`src/rtl/tof_interval_meter.sv`:
```
// tof_interval_meter
//   Time-of-flight interval counter for the rangefinder receive chain.
//   A fire strobe (start) sampled in IDLE clears the cycle counter; the
//   counter then runs through a blanking window, where triggers from the
//   threshold stage are ignored to reject direct emitter crosstalk, and
//   into the measurement window, where the first trigger stops it. With no
//   echo by TIMEOUT edges a timeout result is produced instead. Results
//   are offered on a valid/ready handshake and held until accepted.
//
//   Optional build macro TOF_AVG_EN: results are accumulated over groups
//   of 2^AVG_LOG2 measurements and only the group average is presented,
//   with tof_timeout set if any measurement in the group timed out.
//
// Ports:
//   clk         in   system clock, rising edge
//   rst_n       in   asynchronous active-low reset
//   start       in   emitter fire strobe, sampled only in IDLE
//   trigger     in   single-cycle stop pulse from the trigger generator
//   busy        out  high whenever the state is not IDLE
//   tof_count   out  measured interval in clock edges (CNT_W bits)
//   tof_timeout out  result is a timeout (no echo)
//   tof_valid   out  result available
//   tof_ready   in   consumer accepts result
module tof_interval_meter #(
  parameter int unsigned CNT_W        = 16,
  parameter int unsigned BLANK_CYCLES = 32,
  parameter int unsigned TIMEOUT      = 50000,
  parameter int unsigned AVG_LOG2     = 2
) (
  input  logic             clk,
  input  logic             rst_n,
  input  logic             start,
  input  logic             trigger,
  output logic             busy,
  output logic [CNT_W-1:0] tof_count,
  output logic             tof_timeout,
  output logic             tof_valid,
  input  logic             tof_ready
);

  // The counter must reach TIMEOUT without wrapping, and blanking must end
  // before the timeout edge.
  if (BLANK_CYCLES >= TIMEOUT || (TIMEOUT >> CNT_W) != 0 ||
      CNT_W + AVG_LOG2 > 64) begin : g_param_check
    $error("tof_interval_meter: invalid parameter combination");
  end

  typedef enum logic [1:0] {IDLE, BLANK, MEASURE, DONE} state_t;

  localparam logic [CNT_W-1:0] BLANK_END = CNT_W'(BLANK_CYCLES);
  localparam logic [CNT_W-1:0] TMO_VAL   = CNT_W'(TIMEOUT);

  state_t           state_q, state_d;
  logic [CNT_W-1:0] cnt_q, cnt_d;
  logic [CNT_W-1:0] count_q, count_d;
  logic             timeout_q, timeout_d;
  logic             valid_q, valid_d;

  logic [CNT_W-1:0] cnt_inc;
  logic             stop;
  logic [CNT_W-1:0] result;
  logic             result_to;

`ifdef TOF_AVG_EN
  localparam int unsigned ACC_W = CNT_W + AVG_LOG2;
  localparam int unsigned GRP_W = (AVG_LOG2 > 0) ? AVG_LOG2 : 1;
  localparam logic [GRP_W-1:0] GRP_LAST = GRP_W'((1 << AVG_LOG2) - 1);

  logic [ACC_W-1:0] acc_q, acc_d, acc_sum;
  logic [GRP_W-1:0] grp_q, grp_d;
  logic             to_acc_q, to_acc_d;
`endif

  always_comb begin
    state_d   = state_q;
    cnt_d     = cnt_q;
    count_d   = count_q;
    timeout_d = timeout_q;
    valid_d   = valid_q;
    cnt_inc   = cnt_q + CNT_W'(1);
    stop      = 1'b0;
    result    = '0;
    result_to = 1'b0;
`ifdef TOF_AVG_EN
    acc_d    = acc_q;
    grp_d    = grp_q;
    to_acc_d = to_acc_q;
    acc_sum  = '0;
`endif

    // cnt_inc is the index k of the edge being evaluated (start edge is E0).
    unique case (state_q)
      IDLE: begin
        if (start) begin
          cnt_d   = '0;
          state_d = (BLANK_CYCLES == 0) ? MEASURE : BLANK;
        end
      end
      BLANK: begin
        cnt_d = cnt_inc;
        if (cnt_inc == BLANK_END) state_d = MEASURE;
      end
      MEASURE: begin
        cnt_d = cnt_inc;
        // Trigger takes priority over a coincident timeout.
        if (trigger) begin
          stop      = 1'b1;
          result    = cnt_inc;
          result_to = 1'b0;
        end else if (cnt_inc == TMO_VAL) begin
          stop      = 1'b1;
          result    = TMO_VAL;
          result_to = 1'b1;
        end
      end
      DONE: begin
        if (valid_q && tof_ready) begin
          state_d = IDLE;
          valid_d = 1'b0;
`ifdef TOF_AVG_EN
          acc_d    = '0;
          grp_d    = '0;
          to_acc_d = 1'b0;
`endif
        end
      end
      default: state_d = IDLE;
    endcase

`ifdef TOF_AVG_EN
    if (stop) begin
      acc_sum = acc_q + ACC_W'(result);
      if (grp_q == GRP_LAST) begin
        count_d   = CNT_W'(acc_sum >> AVG_LOG2);
        timeout_d = to_acc_q | result_to;
        valid_d   = 1'b1;
        state_d   = DONE;
      end else begin
        acc_d    = acc_sum;
        grp_d    = grp_q + GRP_W'(1);
        to_acc_d = to_acc_q | result_to;
        state_d  = IDLE;
      end
    end
`else
    if (stop) begin
      count_d   = result;
      timeout_d = result_to;
      valid_d   = 1'b1;
      state_d   = DONE;
    end
`endif
  end

  always_ff @(posedge clk or negedge rst_n) begin
    if (!rst_n) begin
      state_q   <= IDLE;
      cnt_q     <= '0;
      count_q   <= '0;
      timeout_q <= 1'b0;
      valid_q   <= 1'b0;
`ifdef TOF_AVG_EN
      acc_q    <= '0;
      grp_q    <= '0;
      to_acc_q <= 1'b0;
`endif
    end else begin
      state_q   <= state_d;
      cnt_q     <= cnt_d;
      count_q   <= count_d;
      timeout_q <= timeout_d;
      valid_q   <= valid_d;
`ifdef TOF_AVG_EN
      acc_q    <= acc_d;
      grp_q    <= grp_d;
      to_acc_q <= to_acc_d;
`endif
    end
  end

  assign busy        = (state_q != IDLE);
  assign tof_count   = count_q;
  assign tof_timeout = timeout_q;
  assign tof_valid   = valid_q;

endmodule

```
`config.mk`:
```
export PLATFORM = sky130hd
export DESIGN_NAME = tof_interval_meter
export DESIGN_NICKNAME = d
export VERILOG_FILES = /design/src/rtl/tof_interval_meter.sv
export SDC_FILE = /design/constraint.sdc
export NUM_CORES = 1
export LEC_CHECK = 0
export ABC_AREA = 1
export ABC_CLOCK_PERIOD_IN_PS = 2100
export CELL_PAD_IN_SITES_DETAIL_PLACEMENT = 1
export CELL_PAD_IN_SITES_GLOBAL_PLACEMENT = 2
export CORE_MARGIN = 2
export CORE_UTILIZATION = 32
export DETAILED_ROUTE_END_ITERATION = 10
export PLACE_DENSITY_LB_ADDON = 0.25
export SETUP_SLACK_MARGIN = 0.4
export SLEW_MARGIN = 25
export SYNTH_ARGS = -nofsm -noshare
export SYNTH_HDL_FRONTEND = slang
export SYNTH_SLANG_ARGS = --single-unit
```
`constraint.sdc`:
```
create_clock -name clk -period 2.1 [get_ports clk]
set_input_delay 0.42 -clock clk [delete_from_list [all_inputs] [get_ports clk]]
set_output_delay 0.42 -clock clk [all_outputs]
set_load 0.005 [all_outputs]
```
==> out/qor.csv, run 1 <==
stage,metric,value,unit
global_route,grt_pass1_vias,2143,
global_route,grt_pass1_wl,10900,um
route,routed-wl-met2,3200,um
timing,hold_viol,0,
clock_network,cts_tree,built,
route,antenna_left,0,
floorplanning,chipHeight,85.7,um
layout,fillers,803,
place,place_congestion,0.810,
yosys,yosysUniqueCellTypes,25,
pwr,peakVddDrop,0.000868,V
job,cap_viol_max_count,0,
yosys,synthSimpleGateAreaFrac,32.4,%
min_path,min_path_type,in -> async,
setup_path,crit_top_cell,nor2_4,
setup_path,worstPathArrival,2.23,ns
yosys,yosys_register_bits,36,
layout,regArea,906,sq um
setup_path,crit_path_end_kind,flip-flop,
pwr,power_leakage,1.31,nW
layout,finalInstanceArea,0.00289,sq mm
pwr,power_density,1400,mW/mm^2
place,dp_cells,391,
layout,multi_input_area,0.00117,sq mm
route,drt_pass1_iterations,4,
timing,rsz0062_at_grt,yes,
timing,fmax,489,MHz
timing,setup_violations,0,
route,routed_via_density,4.94,
setup_path,max_stage_delay,0.42,ns
floorplanning,die_area,0.00734,sq mm
clock_network,cts-root-buf,clkbuf_8,
yosys,synth_top_family_by_area,simple AND/OR/NAND/NOR gates,
layout,diodes,0,
timing,period_needed,2.04,ns
layout,final_common_cell,nand2_1,
clock_network,cts.sinks,36,
yosys,synth_compound_area_share,11.5,%
place,place_area,0.00252,sq mm
timing,clock_skew,0.00486,ns
yosys,synthCells,285,
route,wire_per_inst,15.8,um
setup_path,cp_max_fo,7,
floorplanning,boundaryPins,24,
layout,final_cell_mix,"nand2_1 (78), inv_1 (42), dfrtp_1 (32), buf_4 (28), clkdlybuf4s50_1 (21)",
setup_path,critical_path_required,2.29,ns
global_route,grtUsageTotal,19.6,%
setup_path,crit_type,reg -> reg,
setup_path,path_buf_inv,1,
yosys,synth_warnings,0,
clock_network,clk_latency,0.29,ns
yosys,synth_mux_area_share,0,%
floorplanning,start_util,33.4,%
global_route,grt_max_degree,31,
setup_path,start_kind,flip-flop,
run_status,status,"complete, no violations",
yosys,syn_area_per_cell,7.49,sq um
floorplanning,core.rowCount,29,
place,portBuffers,23,
pwr,finalPower,4.04,mW
global_route,overflow,0,
yosys,ys_seq_area_share,42.2,%
route,drc,0,
layout,layoutNonFillerInstCount,419,
yosys,yosys.area_share.adder,3.51,%
clock_network,path_clk_slew,0.07,ns
layout,final_nets,353,
clock_network,cts_inserted_buffers,5,
route,wl_met3,94,um
layout,synthToLayoutAreaGrowth,35.1,%
route,wl_met1,3190,um
layout,drive_above_1_share,29.2,%
clock_network,cts_hold_buffers,0,
route,wl,6600,um
floorplanning,die_width,85.7,um
clock_network,clock_path_buffers,2,
timing,drv_slew,0,
clock_network,cts-htree-levels,2,
timing,worst_pin_slew,0.738,ns
setup_path,crit_chain,ha_4 -> nand2_4 -> nor2_4 -> nand4_1 -> nand2_2 -> nor2_4 -> nand3_2 -> nor2_4 -> buf_12 -> nor2_4 -> nand2_1 -> nand2_1 -> nand2_1,
yosys,syn-num-nets,296,
yosys,synth-xor-area-share,0,%
global_route,antenna_found_initial,0,
place,dp_hpwl,4540,um
route,num_vias,2071,
timing,slew_headroom,50.8,%
yosys,syn-cell-area,0.00214,sq mm
setup_path,path_delay_family,simple AND/OR/NAND/NOR gates,
route,drtIter0Drc,75,
floorplanning,coreArea,0.00639,sq mm
route,highest-signal-layer,met4,
timing,period_share,97.3,%
setup_path,cp_slowest_cell,dfrtp_2,
[metal layers]
metal / GRT usage [%] / vias to the layer above
met4: 8.23 / 0
met5: 0 / -
met1: 26.7 / 1023
met2: 31.0 / 16
li1: - / 1023
met3: 2.89 / 9
[what timing repair did]
action / in CTS / in global routing
endpoints found under the setup margin: 21 / 21
endpoints found under the hold margin: 0 / 0
gates cloned: 3 / 0
gates resized for setup: 28 / 19
setup buffers: 15 / 3
pin swaps: 19 / 26
[power by group]
| part | leakage, nW | internal (mW) | switching (mW) |
|---|---|---|---|
| logic | 0.814 | 0.988 | 1.32 |
| registers | 0.459 | 0.994 | 0.258 |
| clock network | 0.0410 | 0.226 | 0.256 |
[area by class of cell]
cell class / instances / share of cell area (%)
well taps: 77 / 3.34
repair buffers: 52 / 15.7
inverters: 48 / 6.24
multi-input cells: 199 / 40.6
flip-flops and latches: 36 / 31.4
clock inverters: 1 / 0.173
clock buffers: 6 / 2.51
[cell families after synthesis]
family / Yosys count
DFF: 36
AOI/OAI and AO/OA: 39
buffers and inverters: 53
and+or+nand+nor: 151
adders and majority gates: 6
[path summary, 6_finish.rpt]
kind / endpoint / slack, ns / cells after the start / from
setup / recovery: state_q[0] / 0.06 / 13 / cnt_q[1]
hold / removal: tof_count[2] / 0.18 / 1 / rst_n
setup reg to reg: state_q[0] / 0.06 / 13 / cnt_q[1]
hold reg to reg: tof_count[2] / 0.49 / 2 / tof_count[2]
max in group asynchronous: tof_count[9] / 1.32 / 2 / rst_n
min in group clk: tof_count[2] / 0.49 / 2 / tof_count[2]
[Yosys cell counts]
| cell type | count | area [sq um] |
|---|---|---|
| nand2_1 | 92 | 345 |
| o21bai_1 | 1 | 7.51 |
| nand4_1 | 7 | 43.8 |
| clkbuf_1 | 2 | 7.51 |
| inv_2 | 2 | 7.51 |
| a21boi_0 | 1 | 7.51 |
| buf_12 | 1 | 20.0 |
| inv_1 | 46 | 173 |
| nand3_1 | 14 | 70.1 |
| buf_1 | 1 | 3.75 |
| dfrtp_1 | 36 | 901 |
| nand3_2 | 3 | 30.0 |
| nand2_2 | 4 | 25.0 |
| nor2_2 | 3 | 18.8 |
| buf_6 | 1 | 11.3 |
| a221oi_1 | 1 | 8.76 |
| a21oi_1 | 1 | 5.00 |
| o21ai_2 | 6 | 52.6 |
| o21ai_0 | 11 | 55.1 |
| nor2_8 | 1 | 20.0 |
| nor2_4 | 5 | 56.3 |
| ha_1 | 6 | 75.1 |
| nor2_1 | 22 | 82.6 |
| o22ai_1 | 15 | 93.8 |
| o21ai_1 | 3 | 15.0 |
[registers in the layout (all words and copies together), names as in the netlist]
register	count
cnt_q	16
state_q	2
tof_count	16
tof_timeout	1
tof_valid	1
[per-stage QoR]
step	hold slack (ns)	utilization, %	setup slack [ns]	setup TNS [ns]
after floorplan	0.124	-	0.286	0
after global placement	0.466	39.5	0.0636	0
after detailed placement	0.478	39.5	0.0304	0
after CTS	0.205	44.1	0.107	0
after global routing	0.218	45.2	-0.0370	-0.105
final	0.184	45.2	0.0570	0
Note: power is estimated with default switching activity, not from simulation.
==> inputs of run 2 (changes only) <==
--- a/config.mk
+++ b/config.mk
@@ -5,12 +5,11 @@
 export SDC_FILE = /design/constraint.sdc
 export NUM_CORES = 1
 export LEC_CHECK = 0
-export ABC_AREA = 1
 export ABC_CLOCK_PERIOD_IN_PS = 2100
 export CELL_PAD_IN_SITES_DETAIL_PLACEMENT = 1
 export CELL_PAD_IN_SITES_GLOBAL_PLACEMENT = 2
 export CORE_MARGIN = 2
-export CORE_UTILIZATION = 32
+export CORE_UTILIZATION = 35
 export DETAILED_ROUTE_END_ITERATION = 10
 export PLACE_DENSITY_LB_ADDON = 0.25
 export SETUP_SLACK_MARGIN = 0.4
==> run 2 against run 1 <==
The run now ends with setup timing left. Critical path depth shrank 3. Count of clock-buffer cells in the layout unchanged. Cell count decreased by 8.6%. Die area is 7.6% lower. Clock power grew 1%. First-iteration DRC count is 33% lower. Area after synthesis is 0.70% higher. Maximum frequency shrank 16%. Synthesized cell count decreased by 23%. Largest cell class unchanged. Largest power group unchanged.
==> out/qor.csv, run 2 <==
stage,metric,value,unit
run_status,status,"finished, violations left",
run_status,violations,setup timing,
clock_network,path_clk_slew,0.07,ns
setup_path,cp_max_fo,5,
yosys,yosys_register_bits,36,
pwr,finalPower,3.12,mW
pwr,power.internal,1.97,mW
global_route,use_met1,26.4,%
yosys,synth_warnings,0,
global_route,overflow,0,
pwr,power_leakage,1.40,nW
global_route,grt_pass1_wl,10300,um
place,place_congestion,0.809,
timing,period_share,116,%
yosys,synthCells,220,
setup_path,crit_type,reg -> reg,
setup_path,r2r-start,cnt_q[8],
pwr,pwr-share-clk,15.7,%
clock_network,cts_inserted_buffers,5,
layout,final_cell_mix,"buf_4 (63), nand2_1 (37), dfrtp_1 (33), clkdlybuf4s50_1 (21), o21ai_0 (17)",
min_path,min_path_type,in -> async,
global_route,grt_max_degree,37,
route,routed_via_density,5.25,
floorplanning,die_area,0.00679,sq mm
floorplanning,start_util,36.3,%
place,place_area,0.00285,sq mm
clock_network,cts_tree,built,
yosys,yosysUniqueCellTypes,49,
yosys,synth_edf_count,0,
setup_path,crit_path_end_kind,flip-flop,
layout,diodes,0,
yosys,synth.largest_area_cell,dfrtp_1,
global_route,met3_usage,3.26,%
place,portBuffers,23,
route,num_vias,2009,
route,wl,6820,um
pwr,p_seq_share,31.5,%
timing,worst_pin_slew,0.867,ns
place,dp_hpwl,4360,um
floorplanning,die_width,82.4,um
route,drt_pass1_iterations,4,
layout,drive_above_1_share,39.6,%
timing,drv_slew,0,
yosys,syn-cell-area,0.00215,sq mm
setup_path,critical_path_required,2.27,ns
floorplanning,boundaryPins,24,
setup_path,reg2reg_slack,-0.33,ns
yosys,yosysTopAreaCellShare,41.9,%
setup_path,start_kind,flip-flop,
job,cap_viol_max_count,0,
setup_path,crit_chain,nand4_4 -> buf_6 -> nor4_4 -> xnor2_2 -> nand4_1 -> buf_4 -> nor4_4 -> buf_4 -> clkbuf_16 -> o22ai_2,
timing,period_needed,2.43,ns
timing,rsz0062_at_grt,yes,
timing,setup_slack,-0.334,ns
yosys,syn-num-nets,231,
yosys,synth.area.top_cells,"dfrtp_1 (42%), nand2_1 (6.6%), o22ai_2 (5.8%), o21ai_0 (4.7%), xnor2_1 (4.5%)",
pwr,switching_share,36.8,%
yosys,ys_seq_area_share,41.9,%
timing,fmax,411,MHz
global_route,grtUsageTotal,20.6,%
layout,finalInstanceArea,0.00326,sq mm
route,antenna_left,0,
timing,setup_violations,20,
global_route,grt.busiest_layer,met2,
yosys,async_flop_share,100,%
clock_network,cts.sinks,36,
route,wire_per_inst,17.8,um
pwr,peakVddDrop,0.000566,V
layout,final_core_util,55.1,%
global_route,use_met2,35.7,%
pwr,switchingPower,1.15,mW
layout,final_nets,319,
pwr,power_density,956,mW/mm^2
layout,final_common_cell,buf_4,
yosys,dominantRegCellSynth,dfrtp_1,
yosys,synthTopCellsByCount,"nand2_1 (38), dfrtp_1 (36), o21ai_0 (20)",
floorplanning,core.rowCount,28,
timing,clock_skew,0.00634,ns
pwr,share_comb_of_total_power,52.8,%
yosys,syn_area_per_cell,9.78,sq um
route,drc,0,
timing,hold_viol,0,
clock_network,cts-htree-levels,2,
layout,synthToLayoutAreaGrowth,51.6,%
clock_network,cts-root-buf,clkbuf_8,
floorplanning,chipHeight,82.4,um
clock_network,clk_latency,0.30,ns
setup_path,cp_slowest_cell,dfrtp_1,
floorplanning,coreArea,0.00592,sq mm
clock_network,clock_path_buffers,2,
setup_path,max_stage_delay,0.43,ns
route,drtIter0Drc,50,
yosys,synth.most_common_cell,nand2_1,
global_route,grt_pass1_vias,2015,
timing,slew_headroom,42.2,%
global_route,antenna_found_initial,0,
setup_path,crit_start,cnt_q[8],
setup_path,worstPathArrival,2.60,ns
timing,hold_ws,0.223,ns
-- run 2: cell types whose count changed in the layout (fill, tap and decap cells not counted), moves of 6 or more --
cell	previous run	this run
buf_4	28	63
o31a_1	0	6
o21ai_1	12	1
nand2_1	78	37
inv_1	42	5
nor2_4	12	0
nand2_2	17	1
xnor2_1	0	8
nor2_2	7	0
o22ai_1	15	1
o22ai_2	0	9
o21ai_0	2	17
-- run 2: per-layer routing --
metal  routed length (um)  up-vias
li1                     -      973
met1                 3130      995
met2                 3450       34
met3                  159        7
met4                   88        0
met5                    0        -
-- run 2: path summary, 6_finish.rpt --
kind	to	cells after the start
setup / recovery	tof_count[12]	10
max in group asynchronous	cnt_q[1]	1
min in group clk	tof_timeout	1
hold / removal	tof_count[0]	1
hold reg to reg	tof_timeout	1
setup reg to reg	tof_count[12]	10
-- run 2: worst max-delay path, delay by kind of cell, from the launching register on --
family	cells	cell delay [ns]
buffers and inverters	4	0.72
xor gates and xnor gates	1	0.18
and+or+nand+nor	4	0.92
AOI/OAI and AO/OA	1	0.06
DFF	1	0.43
-- run 2: stage by stage --
step / instances / worst slack [ns] / setup TNS, ns
final: 383 / -0.334 / -5.73
after global routing: 383 / -0.439 / -7.88
after CTS: 372 / -0.158 / -2.57
after detailed placement: 360 / -0.287 / -2.93
after global placement: 360 / -0.213 / -2.99
after floorplan: 220 / -0.239 / -2.84
-- run 2: cell families after synthesis --
| family | synth area share (%) |
|---|---|
| xor+xnor | 6.11 |
| flops | 41.9 |
| simple gates | 22.6 |
| compound gates | 20.4 |
| mux | 0.465 |
| buf+inv | 5.06 |
| fa+ha+maj | 3.49 |
-- run 2: power groups by stage --
stage	logic, mW	registers (mW)	clock network (mW)
final	1.65	0.982	0.489
after global routing	1.81	1.00	0.527
after CTS	1.51	0.980	0.502
after detailed placement	1.42	0.971	0
after global placement	1.38	0.963	0
after floorplan	0.671	0.975	0
-- run 2: layout make-up --
class | instances | area, sq um
clock inverter | 1 | 5.00
fill | 693 | 2660
tap | 75 | 93.8
sequential | 36 | 905
multi-input combinational | 163 | 1320
timing repair buffer | 95 | 840
inverter | 7 | 26.3
clock buffer | 6 | 72.6
-- run 2: timing repair --
item	in CTS	in global routing
resized for setup	17	18
setup buffers	5	8
hold buffers	0	0
pin swaps	3	20
gates cloned	0	3
setup endpoints to repair	37	34
